## src/rtl/cram_palette_fetch.sv

```systemverilog
// Palette fetch engine: time-shares an external 8-bit colour RAM between two-byte
// pixel palette reads and single-byte CPU writes, with a one-entry pixel pending slot.
module cram_palette_fetch (
  input  logic       clk,
  input  logic       rst,
  input  logic       pix_ce,
  input  logic [7:0] color_idx,
  input  logic       blank,
  input  logic       cpu_req,
  input  logic [8:0] cpu_addr,
  input  logic [7:0] cpu_wdata,
  output logic       cpu_ack,
  output logic [8:0] cram_addr,
  output logic       cram_cen,
  output logic       cram_oen,
  output logic       cram_wen,
  input  logic [7:0] cram_din,
  output logic [7:0] cram_dout,
  output logic       cram_dout_en,
  output logic [4:0] rgb_r,
  output logic [4:0] rgb_g,
  output logic [4:0] rgb_b,
  output logic       rgb_valid,
  output logic       overrun
);

  typedef enum logic [2:0] {
    IDLE     = 3'd0,
    RD_LO    = 3'd1,
    RD_HI    = 3'd2,
    WR_SETUP = 3'd3,
    WR_PULSE = 3'd4,
    WR_HOLD  = 3'd5
  } state_t;

  state_t     state_r, state_nxt_s;
  logic [7:0] idx_r, idx_nxt_s;
  logic [8:0] wr_addr_r, wr_addr_nxt_s;
  logic [7:0] wr_data_r, wr_data_nxt_s;
  logic [7:0] lo_r;
  logic       pend_r, pend_nxt_s;
  logic [7:0] pend_idx_r, pend_idx_nxt_s;
  logic       pend_blank_r, pend_blank_nxt_s;
  logic       overrun_nxt_s;
  logic       blk_d1_r, blk_d2_r;
  logic       take_pend_s, take_pix_s, blk_start_s;
  logic [8:0] addr_nxt_s;
  logic       cen_nxt_s, oen_nxt_s, wen_nxt_s, den_nxt_s;
  logic [7:0] dout_nxt_s;
  logic       unused_s;

  // Bit 7 of the high byte is the palette's don't-care bit.
  assign unused_s = cram_din[7];

  // Next-state: a pending pixel goes first, then a fresh pixel, then a CPU write.
  // The ack cycle blocks re-acceptance of the still-high cpu_req it acknowledges.
  always_comb begin
    state_nxt_s   = state_r;
    idx_nxt_s     = idx_r;
    wr_addr_nxt_s = wr_addr_r;
    wr_data_nxt_s = wr_data_r;
    take_pend_s   = 1'b0;
    take_pix_s    = 1'b0;
    blk_start_s   = 1'b0;
    case (state_r)
      IDLE: begin
        if (pend_r) begin
          take_pend_s = 1'b1;
          if (pend_blank_r) begin
            blk_start_s = 1'b1;
          end else begin
            state_nxt_s = RD_LO;
            idx_nxt_s   = pend_idx_r;
          end
        end else if (pix_ce) begin
          take_pix_s = 1'b1;
          if (blank) begin
            blk_start_s = 1'b1;
          end else begin
            state_nxt_s = RD_LO;
            idx_nxt_s   = color_idx;
          end
        end else if (cpu_req && !cpu_ack) begin
          state_nxt_s   = WR_SETUP;
          wr_addr_nxt_s = cpu_addr;
          wr_data_nxt_s = cpu_wdata;
        end else begin
          state_nxt_s = IDLE;
        end
      end
      RD_LO:    state_nxt_s = RD_HI;
      RD_HI:    state_nxt_s = IDLE;
      WR_SETUP: state_nxt_s = WR_PULSE;
      WR_PULSE: state_nxt_s = WR_HOLD;
      WR_HOLD:  state_nxt_s = IDLE;
      default:  state_nxt_s = IDLE;
    endcase
  end

  // Pending slot: a pixel not taken directly is parked; a full, unfreed slot drops it.
  always_comb begin
    pend_nxt_s       = pend_r;
    pend_idx_nxt_s   = pend_idx_r;
    pend_blank_nxt_s = pend_blank_r;
    overrun_nxt_s    = overrun;
    if (take_pend_s) begin
      pend_nxt_s = 1'b0;
    end else begin
      pend_nxt_s = pend_r;
    end
    if (pix_ce && !take_pix_s) begin
      if (!pend_r || take_pend_s) begin
        pend_nxt_s       = 1'b1;
        pend_idx_nxt_s   = color_idx;
        pend_blank_nxt_s = blank;
      end else begin
        overrun_nxt_s = 1'b1;
      end
    end else begin
      overrun_nxt_s = overrun;
    end
  end

  // RAM strobes for the state being entered, so the pins come straight from flops.
  always_comb begin
    addr_nxt_s = 9'd0;
    cen_nxt_s  = 1'b1;
    oen_nxt_s  = 1'b1;
    wen_nxt_s  = 1'b1;
    den_nxt_s  = 1'b0;
    dout_nxt_s = 8'd0;
    case (state_nxt_s)
      RD_LO: begin
        addr_nxt_s = {idx_nxt_s, 1'b0};
        cen_nxt_s  = 1'b0;
        oen_nxt_s  = 1'b0;
      end
      RD_HI: begin
        addr_nxt_s = {idx_nxt_s, 1'b1};
        cen_nxt_s  = 1'b0;
        oen_nxt_s  = 1'b0;
      end
      WR_SETUP, WR_HOLD: begin
        addr_nxt_s = wr_addr_nxt_s;
        cen_nxt_s  = 1'b0;
        den_nxt_s  = 1'b1;
        dout_nxt_s = wr_data_nxt_s;
      end
      WR_PULSE: begin
        addr_nxt_s = wr_addr_nxt_s;
        cen_nxt_s  = 1'b0;
        wen_nxt_s  = 1'b0;
        den_nxt_s  = 1'b1;
        dout_nxt_s = wr_data_nxt_s;
      end
      default: begin
        addr_nxt_s = 9'd0;
      end
    endcase
  end

  // Control state, request bookkeeping and registered RAM/CPU outputs.
  always_ff @(posedge clk or posedge rst) begin
    if (rst) begin
      state_r      <= IDLE;
      idx_r        <= 8'd0;
      wr_addr_r    <= 9'd0;
      wr_data_r    <= 8'd0;
      lo_r         <= 8'd0;
      pend_r       <= 1'b0;
      pend_idx_r   <= 8'd0;
      pend_blank_r <= 1'b0;
      overrun      <= 1'b0;
      blk_d1_r     <= 1'b0;
      blk_d2_r     <= 1'b0;
      cpu_ack      <= 1'b0;
      cram_addr    <= 9'd0;
      cram_cen     <= 1'b1;
      cram_oen     <= 1'b1;
      cram_wen     <= 1'b1;
      cram_dout_en <= 1'b0;
      cram_dout    <= 8'd0;
    end else begin
      state_r      <= state_nxt_s;
      idx_r        <= idx_nxt_s;
      wr_addr_r    <= wr_addr_nxt_s;
      wr_data_r    <= wr_data_nxt_s;
      lo_r         <= (state_r == RD_LO) ? cram_din : lo_r;
      pend_r       <= pend_nxt_s;
      pend_idx_r   <= pend_idx_nxt_s;
      pend_blank_r <= pend_blank_nxt_s;
      overrun      <= overrun_nxt_s;
      blk_d1_r     <= blk_start_s;
      blk_d2_r     <= blk_d1_r;
      cpu_ack      <= (state_r == WR_HOLD);
      cram_addr    <= addr_nxt_s;
      cram_cen     <= cen_nxt_s;
      cram_oen     <= oen_nxt_s;
      cram_wen     <= wen_nxt_s;
      cram_dout_en <= den_nxt_s;
      cram_dout    <= dout_nxt_s;
    end
  end

  // Colour output: word is {x, B, G, R}; blank requests emit black on the same timing.
  always_ff @(posedge clk or posedge rst) begin
    if (rst) begin
      rgb_r     <= 5'd0;
      rgb_g     <= 5'd0;
      rgb_b     <= 5'd0;
      rgb_valid <= 1'b0;
    end else if (state_r == RD_HI) begin
      rgb_r     <= lo_r[4:0];
      rgb_g     <= {cram_din[1:0], lo_r[7:5]};
      rgb_b     <= cram_din[6:2];
      rgb_valid <= 1'b1;
    end else if (blk_d2_r) begin
      rgb_r     <= 5'd0;
      rgb_g     <= 5'd0;
      rgb_b     <= 5'd0;
      rgb_valid <= 1'b1;
    end else begin
      rgb_valid <= 1'b0;
    end
  end

endmodule

```

## config.mk

```make
export PLATFORM = sky130hd
export DESIGN_NAME = cram_palette_fetch
export DESIGN_NICKNAME = d
export VERILOG_FILES = /design/src/rtl/cram_palette_fetch.sv
export SDC_FILE = /design/constraint.sdc
export NUM_CORES = 1
export LEC_CHECK = 0
export ABC_AREA = 1
export CAP_MARGIN = 20
export CORE_ASPECT_RATIO = 0.8
export CORE_MARGIN = 1
export CORE_UTILIZATION = 55
export CTS_CLUSTER_DIAMETER = 80
export DETAILED_ROUTE_END_ITERATION = 10
export PLACE_DENSITY = 0.89
export SETUP_SLACK_MARGIN = 0.2
export SYNTH_ARGS = -nofsm -noshare
export SYNTH_HDL_FRONTEND = slang
export SYNTH_SLANG_ARGS = --single-unit
```

## constraint.sdc

```tcl
create_clock -name clk -period 5.45 [get_ports clk]
set_input_delay 1.09 -clock clk [delete_from_list [all_inputs] [get_ports clk]]
set_output_delay 1.09 -clock clk [all_outputs]
set_load 0.005 [all_outputs]
```

* After elaboration in Yosys (flattened, before gate mapping)
Index checks and enable logic that the tools add are counted. W data, S select, Z words.
Storage, ports and cells: output and inout bits 39, input bits 38, word-level logic and storage cells 90, bits in registers 87
Cells by class: multiplexer cells 44, eq/ne operators 10, bitwise logic cells 1, reductions and logical operators 13
Operators with widths (number):
- $mux W8 | 10
- $mux W9 | 4
- $pmux W9 S3 | 1
- $mux W5 | 4
- $mux W1 | 19
- $eq A3 B2 Y1 const B | 4
- $eq A3 B3 Y1 const B | 4
- $mux W3 | 4
- $pmux W3 S4 | 1
- $eq A3 B1 Y1 const B | 2
- $reduce_or A5 Y1 | 1
- $reduce_and A2 Y1 | 2
- $logic_not A1 Y1 | 3
- $logic_not A3 Y1 | 1
- $reduce_or A3 Y1 | 1
- $logic_and A1 B1 Y1 | 2
- $mux W2 | 1
- $reduce_bool A2 Y1 | 1
- $reduce_or A2 Y1 | 1
- $logic_or A1 B1 Y1 | 1
- $not A1 Y1 | 1

* Depth between registers and ports, before layout
depth after elaboration 9, depth in mapped cells 9

* Worst setup path after synthesis
OpenSTA, ideal clock, no wires.
path type input to register, start point in pix_ce, end point reg wr_addr_r[4], slack 3404 ps, stages 7, data arrival time 1927 ps, buffers on the path 2, path through buf_2 -> nor2_2 -> nand2_2 -> nor2_4 -> buf_6 -> nand2_1 -> and2_1
On the way: word-level cells in the longest chain between the ends 3
RTL lines:
- from (decl) | RTL line 6 | input logic pix_ce,
- $mux W9 | RTL line 75 | end else if (pix_ce) begin
- $mux W9 | RTL line 67 | if (pend_r) begin
- $mux W9 | RTL line 65 | case (state_r)
- via wr_addr_nxt_s[4] | RTL line 38 | logic [8:0] wr_addr_r, wr_addr_nxt_s;
- to (signal assigned) | RTL line 186 | wr_addr_r <= wr_addr_nxt_s;
- to (decl) | RTL line 38
The timed path passes the listed nets, and every way through them passes these cells. A chain may end at the register's enable or synchronous reset.

* Worst setup path in the final report
start point in pix_ce, end point reg wr_addr_r[6]
Same word-level chain as after synthesis.

==> metrics.md <==
| Metric | Value |
|---|---|
| Critical path arrival | `roughly 2800 ps` |
| Routed vias | `between 2,000 and 3,000` |
| Synthesized instance count | `about 400` |
| Internal Power | `roughly 0.0017 W` |
| R2r setup slk | `between 3000 and 4000 ps` |
| Setup violators final | `0` |
| GR Util All Layers | `a little under a quarter` |
| Leakage power | `between 2 and 2.5 nW` |
| Average wire per standard cell | `around 13 µm` |
| Hold_sp | `blk_d1_r` |
| TNS Setup | `0 ps` |
| Endpoint type of the worst setup path | `register` |
| Clock share of power | `between 10% and 20%` |
| Fin. max-slew vios | `0` |
| Hpwl dp | `approximately 5.2 mm` |
| Cell with the most instances after synthesis | `nand2_1` |
| Filler instances | `just under 500` |
| NetSw | `between 0.0009 and 0.001 W` |
| # rows | `26` |
| Core area | `roughly 6400 µm²` |
| RSZ-0062 raised after global routing | `false` |
| Largest cells by area after synthesis | `dfrtp_1, nand2_1, inv_1` |
| Mapped Nets | `441` |
| Initial drt markers | `~160` |
| WP data required | `between 5000 and 6000 ps` |
| Worst Clk Skew | `8.003 ps` |
| WHS Endpoint | `blk_d2_r` |
| Least-Margin Pin Slew | `approximately 930 ps` |
| Remaining global-route overflow | `0` |
| Diode count | `0` |
| Post-Syn Area | `3697 µm²` |
| H-tree depth | `3` |
| DRC violations left | `0` |
| Root Driver | `clkbuf_8` |
| Synth cell types | `24` |
| Post-route ant nets | `0` |
| Layout cells sized above 1 | `8.506%` |
| Worst VDD drop | `approximately 0.32 mV` |
| Adder-cell share of the synthesized area | `0%` |
| Largest net degree at the start of global routing | `46` |
| First-pass GRT wire length | `around 12 mm` |
| Asr flop ratio synth | `100.0%` |
| Synth Area in XOR/XNOR | `0%` |
| Post-CTS setup buffers | `0` |
| Die area | `7056 µm²` |
| Combinational Power Share | `around two fifths` |
| Drt pass-1 iters | `4` |
| Hold Fails Final Rpt | `0` |
| Compound-Gate Fraction of Synth Area | `a little under a tenth` |
| Clk slew on worst S/H paths | `approximately 80 ps` |
| Dpl cells | `550` |
| Antenna violations before repair | `0` |
| Total CTS buffers | `9` |
| Later-pin clock latency in the skew report | `between 300 and 400 ps` |
| Starting Density | `a little under three fifths` |
| Area Growth Syn to Fin | `27.48%` |
| Worst min-delay path class | `register to register` |
| DIE HEIGHT | `between 70 and 80 µm` |
| EDFF count, synth | `0` |
| Routability cong. | `about 0.77` |
| Worst Reg-to-Reg Cells | `5` |
| Final Non-Filler Cells | `approximately 570` |
| Final Worst Setup Slack | `around 2900 ps` |
| Sequential share of power | `roughly two fifths` |
| Area leader, netlist | `dfrtp_1` |
| Switching Share | `35.58%` |
| Chip width | `93.67 µm` |
| Synth Warn # | `0` |
| Startpoint types | `input pin` |
| Max_slew headroom | `a little under two fifths` |
| Placement Setup Slack | `2538 ps` |
| Sequential area share after synthesis | `between 50% and 60%` |
| Detailed Route WL | `roughly 7.4 mm` |
| Max cap viols | `0` |
| Post-synth top flop | `dfrtp_1` |
| Post-synthesis mux area share | `0%` |
| Via density | `~5` |
| Fin crit period | `between 2000 and 3000 ps` |
| Setup CP Type | `input pin to register` |
| Power Dens Cells | `571.4 nW/µm²` |
| Achievable Freq | `390.5 MHz` |
| Post-synth top area share | `between 50 and 60%` |
| Hold-fix buffers, CTS | `0` |
| Sink Count | `87` |
| Status | `complete, no violations` |
| Hold Crit Depth | `0` |
| Yosys reg bits | `87` |
| Syn avg cell area | `between 9 and 10 µm²` |
| Largest family of logic cells by synthesized area | `simple AND/OR/NAND/NOR gates` |
| Critical Path Fanout Max | `25` |
| Simple logic cell fraction of the synthesized area | `a little over a fifth` |
| Synth cell count leaders | `nand2_1, dfrtp_1, inv_1` |
| Vias in the first global route | `between 2,000 and 3,000` |
| Reg-to-reg startpoint | `pend_r` |
| Final period util | `46.99%` |
| # resized after CTS | `0` |
| End of the worst register-to-register path | `wr_addr_r[6]` |
| Clock Path Buffers | `2` |
| # IOs | `77` |
| Port-buffer cells | `76` |
| TritonCTS clock tree | `built` |
| Nets | `around 520` |
## per-layer routing
layer,track usage [%],vias to the layer above,wire [µm]
li1,-,1385,-
met1,29.94,1326,3242
met2,37.17,83,3560
met3,6.487,14,420
met4,10.60,0,138
met5,0,-,0
## state kept, by name, summed over array words and instances, names as in the netlist, 8 cells and up
signal and count:
lo_r 8, pend_idx_r 8, cram_addr 9, wr_data_r 8, idx_r 8, cram_dout 8
wr_addr_r 9
## worst max-delay path by stage
| stage | start | end | slack (ps) |
|---|---|---|---|
| floorplan | rst | blk_d1_r | 2110 |
| global placement | pix_ce | wr_addr_r[2] | 2590 |
| detailed placement | pix_ce | wr_addr_r[6] | 2540 |
| CTS | pix_ce | cram_addr[6] | 2900 |
| global route | pix_ce | wr_data_r[6] | 2750 |
| finish | pix_ce | wr_addr_r[6] | 2890 |
## critical path, cell delays in order
cell             delay [ps]
clkdlybuf4s50_1         550
nor2_2                  170
nand2_2                 170
nor2_4                  470
nand2_1                 140
and2_1                  190
## kinds of logic (layout without fill, tap and decap cells)
logic type	Yosys count	count (layout)
flip-flops	87	87
AO/OA/AOI/OAI	60	60
AND/OR/NAND/NOR	167	167
buffers and inverters	89	168
## power by group through the flow
stage	clock network, W	logic (W)	registers [W]
3_3_place_gp	0	0.00105	0.00107
4_1_cts	0.000533	0.00111	0.00107
5_1_grt	0.000553	0.00125	0.00110
6_report	0.000524	0.00110	0.00107
3_5_place_dp	0	0.00109	0.00108
2_1_floorplan	0	0.000709	0.00107
## area by class of cell
type / count / area [µm²] / area share (%)
repair buffers: 77 / 768.2 / 16.30
well taps: 84 / 105.1 / 2.230
clock inverters: 6 / 108.9 / 2.310
inverters: 75 / 282.8 / 5.999
multi-input cells: 227 / 1140 / 24.18
flip-flops and latches: 87 / 2181 / 46.27
clock buffers: 10 / 127.6 / 2.708
## cell usage in the layout (no fill, tap or decap), types with 4 or more instances in the layout
cell type,instances
clkbuf_8,9
nand3_2,4
nand3_1,36
inv_1,73
o21bai_1,10
dfrtp_1,84
o21ai_1,11
o21ai_0,30
and2_1,17
nor2_1,11
o21ai_2,6
clkdlybuf4s50_1,76
nand2_1,88
## per-stage QoR
step           power, W  instance area [µm²]  hold WS, ps  util, %
6_report       0.002693                 4713        363.0    73.17
3_5_place_dp   0.002177                 4477        347.7    69.50
3_3_place_gp   0.002116                 4477        337.3    69.50
4_1_cts        0.002714                 4713        366.4    73.17
2_1_floorplan  0.001779                 3697        331.2        -
5_1_grt        0.002901                 4713        381.0    73.17
No activity file was read; power rests on OpenSTA's default activity.
